$ cat config.mk
export PLATFORM = sky130hd
export DESIGN_NAME = loopback_mux_gbe_sched_flat
export DESIGN_NICKNAME = d
export VERILOG_FILES = /design/src/rtl/loopback_mux_gbe_sched_if.sv /design/src/rtl/loopback_mux_gbe_sched.sv /design/src/flat_wrapper.sv
export SDC_FILE = /design/constraint.sdc
export NUM_CORES = 1
export LEC_CHECK = 0
export CAP_MARGIN = 20
export CORE_MARGIN = 10
export CORE_UTILIZATION = 38
export CTS_CLUSTER_SIZE = 10
export DETAILED_ROUTE_END_ITERATION = 6
export PLACE_DENSITY = 0.8
export SYNTH_ARGS = -nofsm -noshare
export SYNTH_HDL_FRONTEND = slang
export SYNTH_SLANG_ARGS = --single-unit
$ cat constraint.sdc
create_clock -name user_clk -period 2 [get_ports user_clk]
set_input_delay 0.2 -clock user_clk [delete_from_list [all_inputs] [get_ports user_clk]]
set_output_delay 0.2 -clock user_clk [all_outputs]
set_load 0.02 [all_outputs]
$ cat src/rtl/loopback_mux_gbe_sched_if.sv
// Source and transmit handshake bundle for the GbE loopback scheduler.
// master: the scheduler (drives src*_ready and tx_*, samples tx_ready).
// slave : the surrounding packetizers and GbE TX port.
interface loopback_mux_gbe_sched_if #(
  parameter int unsigned DATA_W = 64
);
  logic              src0_valid;
  logic [DATA_W-1:0] src0_data;
  logic              src0_eof;
  logic              src0_ready;
  logic              src1_valid;
  logic [DATA_W-1:0] src1_data;
  logic              src1_eof;
  logic              src1_ready;
  logic              tx_valid;
  logic [DATA_W-1:0] tx_data;
  logic              tx_eof;
  logic              tx_ready;

  modport master (
    input  src0_valid, src0_data, src0_eof,
    input  src1_valid, src1_data, src1_eof,
    output src0_ready, src1_ready,
    output tx_valid, tx_data, tx_eof,
    input  tx_ready
  );

  modport slave (
    output src0_valid, src0_data, src0_eof,
    output src1_valid, src1_data, src1_eof,
    input  src0_ready, src1_ready,
    input  tx_valid, tx_data, tx_eof,
    output tx_ready
  );
endinterface

$ cat src/rtl/loopback_mux_gbe_sched.sv
// Frame-granular scheduler sharing one 10GbE TX port between the local
// packetizer (src0) and the XAUI loopback path (src1). A granted frame
// always runs to its eof; every frame boundary returns through IDLE.
// Ports:
//   user_clk, user_rst_n : clock, asynchronous active-low reset
//   gbe_over             : [1:0] mode (0 rr, 1 src0, 2 src1, 3 halt), [31] cnt_clr
//   bus (master)         : src0/src1 valid/data/eof/ready, tx valid/data/eof/ready
//   active_src           : 00 idle, 01 src0, 10 src1
//   frames0, frames1     : completed-frame counters per source
module loopback_mux_gbe_sched #(
  parameter int unsigned DATA_W = 64,
  parameter int unsigned CNT_W  = 32
) (
  input  logic                     user_clk,
  input  logic                     user_rst_n,
  input  logic [31:0]              gbe_over,
  loopback_mux_gbe_sched_if.master bus,
  output logic [1:0]               active_src,
  output logic [CNT_W-1:0]         frames0,
  output logic [CNT_W-1:0]         frames1
);

  typedef enum logic [1:0] {
    IDLE   = 2'd0,
    GRANT0 = 2'd1,
    GRANT1 = 2'd2
  } state_e;

  localparam logic [1:0] MODE_RR   = 2'd0;
  localparam logic [1:0] MODE_SRC0 = 2'd1;
  localparam logic [1:0] MODE_SRC1 = 2'd2;

  state_e            state;
  logic              rr;
  logic              tx_valid_q;
  logic [DATA_W-1:0] tx_data_q;
  logic              tx_eof_q;

  logic [1:0]        mode;
  logic              cnt_clr;
  logic              out_free;
  logic              ready0;
  logic              ready1;
  logic              xfer0;
  logic              xfer1;
  logic              done0;
  logic              done1;
  logic              unused_over;

  assign mode        = gbe_over[1:0];
  assign cnt_clr     = gbe_over[31];
  assign unused_over = ^gbe_over[30:2];

  // Ready follows the output register: a word may enter only if the slot
  // is empty or is being drained this cycle.
  always_comb begin
    out_free   = !tx_valid_q || bus.tx_ready;
    ready0     = (state == GRANT0) && out_free;
    ready1     = (state == GRANT1) && out_free;
    xfer0      = bus.src0_valid && ready0;
    xfer1      = bus.src1_valid && ready1;
    done0      = xfer0 && bus.src0_eof;
    done1      = xfer1 && bus.src1_eof;
    active_src = 2'b00;
    case (state)
      GRANT0:  active_src = 2'b01;
      GRANT1:  active_src = 2'b10;
      default: active_src = 2'b00;
    endcase
  end

  assign bus.src0_ready = ready0;
  assign bus.src1_ready = ready1;
  assign bus.tx_valid   = tx_valid_q;
  assign bus.tx_data    = tx_data_q;
  assign bus.tx_eof     = tx_eof_q;

  // Grant FSM, output register and frame counters.
  always_ff @(posedge user_clk or negedge user_rst_n) begin
    if (!user_rst_n) begin
      state      <= IDLE;
      rr         <= 1'b0;
      tx_valid_q <= 1'b0;
      tx_data_q  <= '0;
      tx_eof_q   <= 1'b0;
      frames0    <= '0;
      frames1    <= '0;
    end else begin
      if (xfer0) begin
        tx_valid_q <= 1'b1;
        tx_data_q  <= bus.src0_data;
        tx_eof_q   <= bus.src0_eof;
      end else if (xfer1) begin
        tx_valid_q <= 1'b1;
        tx_data_q  <= bus.src1_data;
        tx_eof_q   <= bus.src1_eof;
      end else if (bus.tx_ready) begin
        tx_valid_q <= 1'b0;
      end

      // Mode is only consulted in IDLE, so a change never splits a frame.
      case (state)
        IDLE: begin
          case (mode)
            MODE_RR: begin
              if (bus.src0_valid && bus.src1_valid) begin
                state <= rr ? GRANT1 : GRANT0;
              end else if (bus.src0_valid) begin
                state <= GRANT0;
              end else if (bus.src1_valid) begin
                state <= GRANT1;
              end
            end
            MODE_SRC0: if (bus.src0_valid) state <= GRANT0;
            MODE_SRC1: if (bus.src1_valid) state <= GRANT1;
            default:   state <= IDLE;
          endcase
        end
        GRANT0: begin
          if (done0) begin
            state <= IDLE;
            rr    <= 1'b1;
          end
        end
        GRANT1: begin
          if (done1) begin
            state <= IDLE;
            rr    <= 1'b0;
          end
        end
        default: state <= IDLE;
      endcase

      // Clear has priority over a same-cycle frame completion.
      if (cnt_clr) begin
        frames0 <= '0;
        frames1 <= '0;
      end else begin
        if (done0) frames0 <= frames0 + CNT_W'(1);
        if (done1) frames1 <= frames1 + CNT_W'(1);
      end
    end
  end

endmodule

$ cat src/flat_wrapper.sv
// flat-port wrapper written by rule: the top's interface ports become plain ports
module loopback_mux_gbe_sched_flat 
#(
  parameter int unsigned DATA_W = 64,
  parameter int unsigned CNT_W  = 32
)
  (user_clk, user_rst_n, gbe_over, active_src, frames0, frames1, bus_src0_valid, bus_src0_data, bus_src0_eof, bus_src1_valid, bus_src1_data, bus_src1_eof, bus_src0_ready, bus_src1_ready, bus_tx_valid, bus_tx_data, bus_tx_eof, bus_tx_ready);
  loopback_mux_gbe_sched_if #(.DATA_W(DATA_W)) bus_i ();
  input  logic user_clk;
  input  logic user_rst_n;
  input  logic [31:0] gbe_over;
  output logic [1:0] active_src;
  output logic [CNT_W-1:0] frames0;
  output logic [CNT_W-1:0] frames1;
  input wire logic [$bits(bus_i.src0_valid)-1:0] bus_src0_valid;
  input wire logic [$bits(bus_i.src0_data)-1:0] bus_src0_data;
  input wire logic [$bits(bus_i.src0_eof)-1:0] bus_src0_eof;
  input wire logic [$bits(bus_i.src1_valid)-1:0] bus_src1_valid;
  input wire logic [$bits(bus_i.src1_data)-1:0] bus_src1_data;
  input wire logic [$bits(bus_i.src1_eof)-1:0] bus_src1_eof;
  output wire logic [$bits(bus_i.src0_ready)-1:0] bus_src0_ready;
  output wire logic [$bits(bus_i.src1_ready)-1:0] bus_src1_ready;
  output wire logic [$bits(bus_i.tx_valid)-1:0] bus_tx_valid;
  output wire logic [$bits(bus_i.tx_data)-1:0] bus_tx_data;
  output wire logic [$bits(bus_i.tx_eof)-1:0] bus_tx_eof;
  input wire logic [$bits(bus_i.tx_ready)-1:0] bus_tx_ready;
  assign bus_i.src0_valid = bus_src0_valid;
  assign bus_i.src0_data = bus_src0_data;
  assign bus_i.src0_eof = bus_src0_eof;
  assign bus_i.src1_valid = bus_src1_valid;
  assign bus_i.src1_data = bus_src1_data;
  assign bus_i.src1_eof = bus_src1_eof;
  assign bus_src0_ready = bus_i.src0_ready;
  assign bus_src1_ready = bus_i.src1_ready;
  assign bus_tx_valid = bus_i.tx_valid;
  assign bus_tx_data = bus_i.tx_data;
  assign bus_tx_eof = bus_i.tx_eof;
  assign bus_i.tx_ready = bus_tx_ready;
  loopback_mux_gbe_sched #(.DATA_W(DATA_W), .CNT_W(CNT_W)) u_core (.user_clk(user_clk), .user_rst_n(user_rst_n), .gbe_over(gbe_over), .bus(bus_i), .active_src(active_src), .frames0(frames0), .frames1(frames1));
endmodule
# After elaboration in Yosys (flattened, before gate mapping)
# Cells that the tools add are included.
# word_totals
register_bits	133
input_bits	167
out_inout_bits	134
wordCells	58
# classes
addsub	2
eq_ne	7
muxes	24
n_reduce_logical	18
# op_table
cell	n
32-bit two-way mux	4
64-bit two-way mux	2
32-bit by 1-bit adder with 32-bit output, second input constant	2
2-bit two-way mux	7
2-bit case mux with 3 select lines	2
2-bit nonzero test	4
1-bit logical AND	7
1-bit two-way mux	7
3-bit AND reduction	2
2-bit by 1-bit equality test with 1-bit output, second input constant	2
2-bit equality test, second input constant	2
2-bit zero test	2
2-bit by 1-bit != test with 1-bit output, second input constant	2
2-bit case mux with 2 select lines	1
3-bit != test, second input constant	1
3-bit nonzero test	1
1-bit case mux with 2 select lines	1
1-bit zero test	1
1-bit logical OR	1

# Longest topological paths before layout
# Gate-level depths: netlist (run 1).
# depth
depth_word	7
depth_mapped	8
ltp_nobuf	7

# Worst setup path before layout (run 1)
# No wires, ideal clock.
# synth_timing
path_kind	flip-flop to flip-flop
start	register u_core.state[1]
end	register u_core.frames0[29]
setup_ps	132
arrival_ps	2014
required_ps	1868
slack_ps	-146
path_stages_with_launch	9
path_buffers	1
synth_period_minus_slack_ps	2146
path_cell_list	dfrtp_1 > inv_1 > ha_1 > nand2_1 > or3_1 > clkbuf_1 > nor4_1 > xnor2_1 > nor2_1
# synth_between
elab_chain_cells	5
# synth_rtl
item	line_no	rtl
start, declared	loopback_mux_gbe_sched.sv:33	state_e state;
start signal, assigned	loopback_mux_gbe_sched.sv:107	state <= rr ? GRANT1 : GRANT0;
2-bit by 1-bit equality test with 1-bit output	loopback_mux_gbe_sched.sv:58	ready0 = (state == GRANT0) && out_free;
1-bit logical AND	loopback_mux_gbe_sched.sv:58	
1-bit logical AND	loopback_mux_gbe_sched.sv:60	xfer0 = bus.src0_valid && ready0;
1-bit logical AND	loopback_mux_gbe_sched.sv:62	done0 = xfer0 && bus.src0_eof;
2-bit nonzero test (no line)	--	
end signal, assigned	loopback_mux_gbe_sched.sv:139	if (done0) frames0 <= frames0 + CNT_W'(1);
end, declared	loopback_mux_gbe_sched.sv:19	output logic [CNT_W-1:0] frames0,
# Every way passes these cells.
# A chain may end at the register's enable or synchronous reset.

# Final worst setup path (run 1)
# layout_timing
start	register u_core.frames0[8]
end	register u_core.frames0[30]
# layout_between
elab_chain_cells	3
# layout_rtl
item	line_no	rtl
32-bit by 1-bit adder with 32-bit output	loopback_mux_gbe_sched.sv:139	
32-bit two-way mux	loopback_mux_gbe_sched.sv:139	
32-bit two-way mux	loopback_mux_gbe_sched.sv:135	if (cnt_clr) begin
# Every way passes these cells. The select of a mux whose other input is x is not followed.

==> metrics.cfg, run 1 <==
[run_status]
status=complete, no violations

[clock_network]
clk_path_buf_depth=2
cts.sinks=133
cts_max_level=4
root_buffer=clkbuf_16
clkTransAtPathRegs_ns=0.06
cts_tree=yes
cts_buffers=17
clk_latency_ns=0.42

[critical_path]
crit_path_end_kind=register
cp-endpoint=u_core.frames0[30]
cp.depth=5
crit_buf_inv=0
cp-start-kind=register
worstSetupPathType=reg2reg
r2r_end=u_core.frames0[30]
cp_common_cell=or3_4
r2r_cells=5
arrival_ns=2.28
cpPeakStageDelay_ns=0.44
worstPathRequired_ns=2.34
crit_start=u_core.frames0[8]
crit_chain=nand2_2 > or3_1 > or3_4 > or3_4 > a21oi_2
worstReg2RegStart=u_core.frames0[8]
r2r_setup_slack_ns=0.06
cp_max_fo=6
slowest_stage=or3_1
cp_top_family=simple AND/OR/NAND/NOR gates

[placed_design]
dp_slack_ns=-0.2146
placed_cell_area_mm2=0.009921
port_buffers=271
dp_hpwl_um=17720
routabilityCongestion=0.8359

[synth]
syn_avg_cell_area_um2=9.763
ys_ff_latch=133
synth-edff-count=0
async_flop_share_pct=100.0
yosysSeqAreaShare_pct=51.18
synth_nets=839
synth_cell_types=35
ys.flop_type=dfrtp_1
synth_area_mm2=0.006502
netlist_instances=666
ys_warn_count=0

[power]
combinationalPowerShare_pct=37.5
p_leak_nw=4.733
internal_power_w=0.008053
p_total_w=0.01198
p_per_area_mw_per_mm2=1109
pwr-share-clk_pct=30.9
power_switching_share_pct=32.80
seqPwrFrac_pct=31.6
p_switching_w=0.003931
ir_worst_vdd_mv=0.6717

[final_layout]
final_util_pct=64.68
fin_area_mm2=0.01080
area_delta_synth_final_pct=66.11
drive_gt1_share_pct=12.58
nets=1154

[timing]
maxSlewViolCount=0
worstMarginPinSlew_ns=0.5900
post-route-worst-setup-slack_ns=0.05905
finClkSkew_ns=0.007702
hold_violations=0
period_share_pct=97.05
whs_ns=0.2589
setup_viol=0
slew_headroom_pct=60.59
fmax_mhz=515.2
period_needed_ns=1.941

[floorplan]
initial_core_util_pct=38.93
die_height_um=150.8
num_rows=47
core_mm2=0.01670
ios=301
die_area_mm2=0.02274
fp.dieW_um=150.8

[global_route]
grt_pass1_wl_um=35180
grt_overflow_total=0
grt_pass1_vias=6230
grt_max_degree=66
grt_antenna_before_repair=1
grtUsageTotal_pct=19.81

[drt]
totalWireLength_um=23280
drtIter0Drc=314
drt.antenna.violating_nets=0
drcViolationCount=0
drtPass1Iterations=5
viasPerCell=5.077
vias=6169
wl_per_cell_um=19.16

[hold_path]
hp-class=in2reg
min_path_cells=2

[flow_run]
drv_cap=0

through the flow:
stage | instances | setup TNS (ns)
final | 1215 | 0
after global routing | 1214 | -0.003831
after CTS | 1208 | 0
after detailed placement | 1175 | -2.237
after global placement | 1175 | -1.375
after floorplan | 666 | -0.01921
logic make-up after synthesis:
family	share of synthesized area, %
AND/OR/NAND/NOR	20.13
flip-flops	51.18
AO/OA/AOI/OAI	7.504
multiplexers	10.01
XOR/XNOR	7.139
buffers and inverters	2.886
adder cells (fa/ha/maj)	1.154
synth_stat cells (12+ instances only):
| cell | instances | share of area, % |
|---|---|---|
| nand3_1 | 29 | 2.2 |
| mux2i_1 | 65 | 10 |
| nand2_1 | 90 | 5.2 |
| clkbuf_1 | 27 | 1.6 |
| xnor2_1 | 22 | 3.0 |
| dfrtp_1 | 133 | 51 |
| nand4_1 | 26 | 2.5 |
| xor2_1 | 31 | 4.2 |
| nor2_1 | 57 | 3.3 |
| nor4_1 | 12 | 1.2 |
| o21ai_0 | 76 | 5.8 |
| a21oi_1 | 15 | 1.2 |
cells in the final DEF (no fill, tap or decap), types with 14 or more instances in the layout:
| cell type | count |
|---|---|
| nand3_1 | 28 |
| clkdlybuf4s50_1 | 265 |
| xnor2_1 | 22 |
| clkbuf_16 | 18 |
| mux2i_1 | 65 |
| buf_4 | 51 |
| o21ai_0 | 75 |
| nand4_1 | 26 |
| a21oi_1 | 14 |
| nand2_1 | 87 |
| nor2_1 | 56 |
| dfrtp_1 | 133 |
| xor2_1 | 31 |
power by group through the flow:
stage	clock network, W	logic, W	registers (W)
global route	0.00388	0.00480	0.00387
finish	0.00370	0.00450	0.00378
global placement	0	0.00443	0.00380
CTS	0.00374	0.00452	0.00379
floorplan	0	0.00124	0.00459
detailed placement	0	0.00451	0.00382
worst reg2reg max path: stages (launching register included):
cell     delay (ns)
dfrtp_1        0.43
nand2_2        0.16
or3_1          0.44
or3_4          0.34
or3_4          0.34
a21oi_2        0.15
what timing repair did:
| action | in CTS | in global routing |
|---|---|---|
| hold buffers | 1 | 0 |
| gates cloned | 0 | 1 |
| setup buffers | 0 | 5 |
| setup endpoints to repair | 16 | 31 |
| hold endpoints to repair | 41 | 0 |
| pin swaps | 0 | 3 |
| gates resized for setup | 11 | 15 |
registers in the layout, summed over array words and instances (netlist names):
| signal | flops |
|---|---|
| u_core.frames1 | 32 |
| u_core.bus.tx_data | 64 |
| u_core.state | 2 |
| u_core.bus.tx_valid | 1 |
| u_core.rr | 1 |
| u_core.bus.tx_eof | 1 |
| u_core.frames0 | 32 |
layout make-up:
cell class | count | area, um^2
multi-input cells | 486 | 3151
repair buffers | 333 | 3307
inverters | 10 | 37.54
clock buffers | 21 | 480.5
clock inverters | 11 | 220.2
well taps | 220 | 275.3
fillers | 1298 | 5899
diodes | 1 | 2.502
flip-flops and latches | 133 | 3328
routing by layer:
metal  share of wire [%]  track usage [%]  wire length (um)
met1                  36            21.28              8361
met2                  51            34.44             11970
met3                  11            9.457              2611
met4                 1.4            4.812               334
met5                   0                0                 0
how the worst min path moves through the flow:
| stage | end | from |
|---|---|---|
| after global routing | u_core.frames1[21] | gbe_over[31] |
| after CTS | u_core.frames1[20] | gbe_over[31] |
| after global placement | u_core.frames1[17] | user_rst_n |
| after detailed placement | u_core.frames1[14] | user_rst_n |
| final | u_core.frames1[20] | gbe_over[31] |
| after floorplan | u_core.bus.tx_data[0] | user_rst_n |
Power figures use the tool's default switching activity.
==> inputs of run 2 (changes only) <==
CTS_CLUSTER_DIAMETER = 80   (was unset)
GPL_ROUTABILITY_DRIVEN = 1   (was unset)
==> results of run 2 <==
The final DEF is identical to that of run 1; final timing and power are the same.
